==> config.mk <==
export PLATFORM = sky130hd
export DESIGN_NAME = apb_xfer_arbiter
export DESIGN_NICKNAME = d
export VERILOG_FILES = /design/src/rtl/apb_xfer_arbiter.sv
export SDC_FILE = /design/constraint.sdc
export NUM_CORES = 1
export LEC_CHECK = 0
export BUFFER_PORTS_ARGS = -buffer_cell sky130_fd_sc_hd__buf_2
export CORE_UTILIZATION = 50
export CTS_BUF_LIST = sky130_fd_sc_hd__clkbuf_16
export CTS_CLUSTER_SIZE = 40
export DETAILED_ROUTE_END_ITERATION = 8
export GPL_TIMING_DRIVEN = 0
export PLACE_DENSITY = 0.91
export SLEW_MARGIN = 10
export SYNTH_ARGS = -nofsm -noshare
export SYNTH_HDL_FRONTEND = slang
export SYNTH_SLANG_ARGS = --single-unit
==> constraint.sdc <==
create_clock -name PCLK -period 3.25 [get_ports PCLK]
set_input_delay 0.4875 -clock PCLK [delete_from_list [all_inputs] [get_ports PCLK]]
set_output_delay 0.4875 -clock PCLK [all_outputs]
set_load 0.01 [all_outputs]
==> src/rtl/apb_xfer_arbiter.sv <==
// apb_xfer_arbiter: round-robin arbiter sharing one APB master's transfer-request interface
// between NREQ local requesters. The winning command is latched and held on the m_* outputs
// until the master reports completion or the watchdog expires. The owner then gets a one-cycle
// done pulse with err and rdata.
//
// Ports:
//   PCLK, PRESET           clock, asynchronous active-high reset
//   req, req_write         per-requester request (level) and direction (1=write)
//   req_addr, req_wdata    flattened per-requester address / write data ([i*W +: W])
//   gnt                    one-hot owner of the current transfer
//   done, err, rdata       completion pulse to owner, abort flag, read data (held until next done)
//   m_transfer, m_write    master transfer request and READ_WRITE
//   m_addr, m_wdata        master address and write data
//   m_rdata, m_done        master read data and completion pulse
module apb_xfer_arbiter #(
  parameter int unsigned NREQ    = 4,
  parameter int unsigned AW      = 8,
  parameter int unsigned DW      = 8,
  parameter int unsigned TIMEOUT = 16
) (
  input  logic               PCLK,
  input  logic               PRESET,
  input  logic [NREQ-1:0]    req,
  input  logic [NREQ-1:0]    req_write,
  input  logic [NREQ*AW-1:0] req_addr,
  input  logic [NREQ*DW-1:0] req_wdata,
  output logic [NREQ-1:0]    gnt,
  output logic [NREQ-1:0]    done,
  output logic               err,
  output logic [DW-1:0]      rdata,
  output logic               m_transfer,
  output logic               m_write,
  output logic [AW-1:0]      m_addr,
  output logic [DW-1:0]      m_wdata,
  input  logic [DW-1:0]      m_rdata,
  input  logic               m_done
);

  localparam int unsigned IW = (NREQ > 1) ? $clog2(NREQ) : 1;
  localparam int unsigned CW = $clog2(TIMEOUT) + 1;
  localparam logic [CW-1:0] CntLast = CW'(TIMEOUT - 1);
  localparam logic [IW-1:0] IdxLast = IW'(NREQ - 1);
  localparam logic [IW:0]   NreqW   = (IW + 1)'(NREQ);

  typedef enum logic [0:0] {StIdle, StBusy} state_e;

  state_e        state_q;
  logic [IW-1:0] ptr_q;
  logic [IW-1:0] idx_q;
  logic [CW-1:0] cnt_q;

  logic [IW-1:0] sel;
  logic          sel_vld;
  logic [IW:0]   sum;
  logic [IW-1:0] cand;

  // Rotating priority search: walk offsets from high to low so the smallest offset from ptr_q
  // that has a request is the last (winning) assignment.
  always_comb begin
    sel     = '0;
    sel_vld = 1'b0;
    sum     = '0;
    cand    = '0;
    for (int k = NREQ - 1; k >= 0; k--) begin
      sum = {1'b0, ptr_q} + (IW + 1)'(k);
      if (sum >= NreqW) sum = sum - NreqW;
      cand = sum[IW-1:0];
      if (req[cand]) begin
        sel     = cand;
        sel_vld = 1'b1;
      end
    end
  end

  always_ff @(posedge PCLK or posedge PRESET) begin
    if (PRESET) begin
      state_q    <= StIdle;
      ptr_q      <= '0;
      idx_q      <= '0;
      cnt_q      <= '0;
      gnt        <= '0;
      done       <= '0;
      err        <= 1'b0;
      rdata      <= '0;
      m_transfer <= 1'b0;
      m_write    <= 1'b0;
      m_addr     <= '0;
      m_wdata    <= '0;
    end else begin
      // done/err are single-cycle pulses; rdata is only touched on completion.
      done <= '0;
      err  <= 1'b0;
      case (state_q)
        StIdle: begin
          if (sel_vld) begin
            idx_q      <= sel;
            gnt        <= '0;
            gnt[sel]   <= 1'b1;
            m_transfer <= 1'b1;
            m_write    <= req_write[sel];
            m_addr     <= req_addr[int'(sel) * AW +: AW];
            m_wdata    <= req_wdata[int'(sel) * DW +: DW];
            cnt_q      <= '0;
            state_q    <= StBusy;
          end
        end
        StBusy: begin
          // m_done takes precedence over a watchdog expiry in the same cycle.
          if (m_done || (cnt_q == CntLast)) begin
            done[idx_q] <= 1'b1;
            err         <= ~m_done;
            rdata       <= (m_done && !m_write) ? m_rdata : '0;
            m_transfer  <= 1'b0;
            m_write     <= 1'b0;
            gnt         <= '0;
            ptr_q       <= (idx_q == IdxLast) ? '0 : idx_q + IW'(1);
            state_q     <= StIdle;
          end else begin
            cnt_q <= cnt_q + CW'(1);
          end
        end
        default: state_q <= StIdle;
      endcase
    end
  end

endmodule

==> results of run 1 <==
## metal layers
layer	vias to the layer above	part of all wire, %
li1	1253	-
met1	1205	42
met2	117	50
met3	8	6.5
met4	0	1.2
met5	-	0
## power by group
part | leakage [nW] | total, mW | switching, mW | internal [mW]
Combinational | 1.08 | 1.34 | 0.784 | 0.555
Sequential | 0.561 | 0.947 | 0.155 | 0.791
Clock | 0.0687 | 0.474 | 0.196 | 0.278
## cells by family (layout without fill, tap and decap cells)
logic type | after synthesis | in the layout
muxes | 3 | 3
buffers and inverters | 33 | 158
DFF | 45 | 45
AOI/OAI and AO/OA | 100 | 100
adders and majority gates | 6 | 6
and+or+nand+nor | 93 | 93
xor gates and xnor gates | 1 | 1
## cells in the mapped netlist (all sizes together)
library cell / count / area share, %
a211oi: 1 / 0.30
nand4: 1 / 0.25
o221a: 1 / 0.45
a221o: 4 / 1.6
a311oi: 1 / 1.0
mux2: 1 / 0.45
nand3: 14 / 2.8
and3b: 1 / 0.35
a221oi: 12 / 4.2
nand2b: 1 / 0.25
nor2b: 4 / 1.0
a211o: 1 / 0.35
and3: 14 / 3.5
xnor2: 1 / 0.35
buf: 10 / 2.7
o311ai: 1 / 0.35
mux2i: 2 / 0.80
o211a: 1 / 0.40
o2bb2ai: 1 / 0.35
clkbuf: 12 / 1.8
a21oi: 19 / 3.8
o21ai: 35 / 7.0
ha: 6 / 3.0
o21bai: 1 / 0.30
or3b: 1 / 0.35
a22o: 1 / 0.35
o31ai: 1 / 0.30
nor2: 22 / 3.3
o211ai: 1 / 0.30
inv: 11 / 1.6
nor3b: 1 / 0.30
or3: 1 / 0.25
o22a: 4 / 1.4
nand2: 33 / 4.9
dfrtp: 45 / 45
a21boi: 13 / 3.9
a21o: 1 / 0.30
o21a: 1 / 0.30
## area by class of cell
| cell class | instances | area, µm² |
|---|---|---|
| plain buffers | 22 | 113.9 |
| inverters | 11 | 41.29 |
| clock inverters | 3 | 12.51 |
| fillers | 385 | 1459 |
| repair buffers | 117 | 600.6 |
| clock buffers | 5 | 125.1 |
| flip-flops and latches | 45 | 1126 |
| well taps | 67 | 83.83 |
| multi-input cells | 203 | 1224 |
## worst paths after layout
kind	from	end	slack [ns]	cells after the start
setup reg to reg	cnt_q[0]	gnt[2]	1.00	8
min in group PCLK	m_rdata[2]	rdata[2]	0.46	3
hold / removal	PRESET	rdata[7]	0.18	2
setup / recovery	cnt_q[0]	gnt[2]	1.00	8
max in group asynchronous	PRESET	state_q	2.60	3
hold reg to reg	rdata[0]	rdata[0]	0.48	2
## through the flow
| step | std cells | hold WS, ns | cell area (µm²) | power, mW | utilization [%] |
|---|---|---|---|---|---|
| after floorplan | 281 | 0.4688 | 2505 | 1.801 | - |
| after global placement | 464 | 0.4610 | 3169 | 2.210 | 66.22 |
| after detailed placement | 465 | 0.4717 | 3189 | 2.284 | 66.64 |
| after CTS | 473 | 0.1923 | 3327 | 2.762 | 69.52 |
| after global routing | 473 | 0.2080 | 3327 | 2.958 | 69.52 |
| final | 473 | 0.1818 | 3327 | 2.759 | 69.52 |
## flip-flops by register name (all words and copies together) (netlist names)
name and cells:
state_q 1, ptr_q 2, cnt_q 5, m_write 1, done 4, m_addr 8
m_wdata 8, rdata 8, err 1, m_transfer 1, idx_q 2, gnt 4
==> results.yml, run 1 <==
finish:
  syn_to_final_growth_pct: 32.82
  insertedDiodeCount: 0
  layout.nets: 494
  mostFrequentLayoutCell: "buf_2"
  final_layout_size_suffix_gt1_share_pct: 34.24
  layout_common_cells: "buf_2 (122), dfrtp_1 (45), nand2_1 (33), o21ai_0 (23), nor2_1 (22)"
floorplanning:
  start_util_pct: 52.34
  coreArea_mm2: 0.004786
  die_y_um: 72.78
  die-area_mm2: 0.005297
  die_x_um: 72.78
  fp-row-count: 25
  pin_count: 118
routing:
  drt-vias-per-instance: 5.461
  dr.pass1.iters: 4
  vias: 2583
  drc_errors: 0
  ant_nets: 0
  drt-initial-drc-count: 103
  routed_wl_um: 6784
  wire_per_inst_um: 14.34
global_routing:
  grt.busiest_layer: "met2"
  grtUsageMet1_pct: 32.91
  grt_max_degree: 29
  antenna_found_initial: 0
  grt_usage_pct: 26.46
  grt_pass1_wl_um: 10700
  use_met3_pct: 5.110
  grt.overflow.total: 0
  grt_pass1_vias: 2379
  grt_use_met2_pct: 47.46
clock_tree:
  clkTransAtPathRegs_ns: 0.06
  cts_resized: 0
  tritoncts: "built"
  clk_path_buf_depth: 2
  htreeDepth: 2
  post_cts_buffers: 0
  cts-root-buf: "clkbuf_16"
  clock_latency_ns: 0.28
  ctsHoldBuffers: 0
  cts_buffers: 5
  clock_sinks: 45
timing:
  finalCritPeriodShare_pct: 69.21
  skew_ns: 0.006431
  rsz0062_at_grt: "false"
  timing.fmax_mhz: 444.6
  finalSetupViolCount: 0
  max_slew_margin_pct: 61.83
  fin_ws_ns: 1.001
  tns_ns: 0
  fin_crit_ns: 2.249
  drv_slew: 0
  hold_viol_final: 0
  max_slew.worst_pin.slew_ns: 0.5725
logic_synthesis:
  synth-compound-area-share_pct: 26.97
  syn_nets: 370
  muxShareOfSynthArea_pct: 1.249
  syn_area_mm2: 0.002505
  yosysUniqueCellTypes: 43
  synthCells: 281
  synth_xor_area_share_pct: 0.3497
  synth_top_family_by_area: "compound AO/OA/AOI/OAI gates"
  synth_adder_area_share_pct: 2.997
  avgSynthCellArea_um2: 8.914
  yosysWarnings: 0
  synth-simple-area-share_pct: 17.28
  ys_seq_area_share_pct: 44.96
  yosys_register_bits: 45
setup_path:
  arrival_ns: 2.47
  crit_family: "buffers and inverters"
  slowest_stage: "dfrtp_1"
  cp-end-kind: "register"
  cp_cell_sequence: "ha_1 > and3_1 > ha_1 > o21ai_0 > clkbuf_1 > clkbuf_1 > nand3_1 > nand2_1"
  crit_buf_inv: 2
  cp.required_ns: 3.47
  critPathMaxFanout: 10
  worstSetupPathType: "reg -> reg"
  cpPeakStageDelay_ns: 0.41
  critPathLaunchType: "register"
job:
  cap_violations: 0
hold_path:
  hold_path.class: "in -> async"
place:
  routabilityCongestion: 0.8389
  dp_hpwl_um: 5253
  pre_cts_ws_ns: 1.021
  port_buffers: 116
run_status:
  status: "complete, no violations"
pwr:
  power.density_mw_per_mm2: 829.4
  p_leak_nw: 1.706
  peakVddDrop_mv: 0.3961
No activity file was read; power rests on OpenSTA's default activity.
==> run 2: changes to the inputs <==
Settings changed: CORE_UTILIZATION 50 to 47, PLACE_DENSITY 0.91 to 0.87.
Clock period 3.25 ns to 2.26 ns, I/O delays scaled along.
==> run 2 against run 1 <==
The run now ends with negative hold slack left. Die area up 6.2%. Via count up 0.58%. Non-clock buffer count down 1. Global-route usage down 1.9 points. Design area up 1.1%. Register-to-register slack worse by 0.81 ns. Sequential share of layout area down 0.37 points. Clock power up 74%. Worst setup slack worse by 0.81 ns. Hold slack worse by 0.18 ns. Total power up 49%. Critical path type unchanged. Critical endpoint is now cnt_q[2]. Largest cell class unchanged. Highest routed layer unchanged.
==> results.yml, run 2 (synthesis gave the netlist of run 1 again) <==
global_routing:
  grt.overflow.total: 0
  grt_pass1_wl_um: 10440
  grt_usage_pct: 24.58
  grt_max_degree: 33
  grt_pass1_vias: 2349
  antenna_found_initial: 0
pwr:
  p_leak_nw: 1.722
  peakVddDrop_mv: 0.6041
  power.density_mw_per_mm2: 1220
timing:
  drv_slew: 0
  finalSetupViolCount: 0
  rsz0062_at_grt: "false"
  tns_ns: 0
  hold_viol_final: 13
  timing.fmax_mhz: 484.3
  finalCritPeriodShare_pct: 91.36
  whs_ns: -0.002826
  max_slew.worst_pin.slew_ns: 0.5635
  skew_ns: 0.003881
  fin_crit_ns: 2.065
  max_slew_margin_pct: 62.44
finish:
  layout_common_cells: "buf_2 (122), dfrtp_1 (45), nand2_1 (33), o21ai_0 (23), nor2_1 (22)"
  mostFrequentLayoutCell: "buf_2"
  reg.largest.list: "m_addr: 8 flops, m_wdata: 8 flops, rdata: 8 flops"
  layout.nets: 493
  insertedDiodeCount: 0
  final_cells: 475
  syn_to_final_growth_pct: 34.27
  final_layout_size_suffix_gt1_share_pct: 35.31
  final_util_pct: 65.85
setup_path:
  worstSetupPathType: "reg -> reg"
  r2r-end: "cnt_q[2]"
  cp.required_ns: 2.43
  arrival_ns: 2.24
  critPathLaunchType: "register"
  rr_worst_depth: 7
  cp-startpoint: "cnt_q[0]"
  rrSetupSlack_ns: 0.20
  critPathMaxFanout: 10
  rr_startpoint: "cnt_q[0]"
  critPathCapture: "cnt_q[2]"
  cp-end-kind: "register"
place:
  dp_hpwl_um: 5060
  port_buffers: 116
  routabilityCongestion: 0.8457
  place_inst: 468
routing:
  routed_wl_um: 6712
  vias: 2598
  wire_per_inst_um: 14.13
  drt-vias-per-instance: 5.469
  ant_nets: 0
  drt-initial-drc-count: 139
  drc_errors: 0
  dr.pass1.iters: 4
clock_tree:
  post_cts_buffers: 0
  htreeDepth: 2
  clkTransAtPathRegs_ns: 0.06
  cts_resized: 0
  cts_buffers: 5
  ctsHoldBuffers: 0
  clock_latency_ns: 0.28
  tritoncts: "built"
  clk_path_buf_depth: 2
  clock_sinks: 45
  cts-root-buf: "clkbuf_16"
run_status:
  status: "complete, but fails checks"
  violations: "negative hold slack"
floorplanning:
  coreArea_mm2: 0.005107
  start_util_pct: 49.04
  die_x_um: 75.01
  die-area_mm2: 0.005626
  die_y_um: 75.01
  pin_count: 118
  fp-row-count: 26
hold_path:
  hold_path.class: "in -> async"
job:
  cap_violations: 0
run 2: changes by cell type in the layout (fill, tap and decap cells not counted):
| cell | previous run | this run |
|---|---|---|
| clkinv_2 | 1 | 0 |
| clkbuf_2 | 1 | 3 |
| clkinv_1 | 2 | 0 |
| clkinv_4 | 0 | 1 |
| clkbuf_1 | 11 | 8 |
| bufinv_16 | 0 | 1 |
| clkinvlp_4 | 0 | 1 |
run 2: power breakdown:
part / internal, mW / switching [mW]
registers: 1.14 / 0.218
logic: 0.799 / 1.12
clock network: 0.523 / 0.301
total: 2.46 / 1.64
run 2: layout make-up:
type,count,area (µm²)
Multi-Input combinational cell,203,1224
Buffer,21,112.6
Clock inverter,3,46.29
Timing Repair Buffer,117,600.6
Fill cell,416,1744
Tap cell,70,87.58
Sequential cell,45,1126
Clock buffer,5,125.1
Inverter,11,41.29
run 2: metrics by stage:
stage / area [µm²] / power (mW) / setup slack, ns
6_report: 3363 / 4.102 / 0.1954
5_1_grt: 3363 / 4.417 / 0.08785
4_1_cts: 3364 / 4.117 / 0.007251
3_5_place_dp: 3193 / 3.267 / 0.03541
3_3_place_gp: 3173 / 3.191 / 0.07183
2_1_floorplan: 2505 / 2.590 / 0.2580
run 2: worst min path at each step:
stage	slack, ns	end	start	depth (start not counted)
floorplan	0.47	cnt_q[4]	cnt_q[4]	2
detailed placement	0.30	rdata[7]	PRESET	2
finish	-0.003	rdata[5]	PRESET	2
global placement	0.46	m_transfer	m_transfer	2
CTS	0.001	rdata[5]	PRESET	2
global route	0.01	rdata[5]	PRESET	2
run 2: worst max-delay path, stage by stage, from the launching register on:
cell,delay [ns]
dfrtp_1,0.41
ha_1,0.23
and3_1,0.18
ha_1,0.19
or3b_2,0.55
nand2_1,0.13
o21ai_0,0.08
a21o_1,0.18
run 2: layer usage:
metal / global-route usage [%] / wire length (µm) / vias to the layer above
met4: 7.547 / 119 / 0
met5: 0 / 0 / -
li1: - / - / 1254
met2: 43.84 / 3309 / 134
met3: 4.150 / 465 / 11
met1: 30.46 / 2818 / 1199
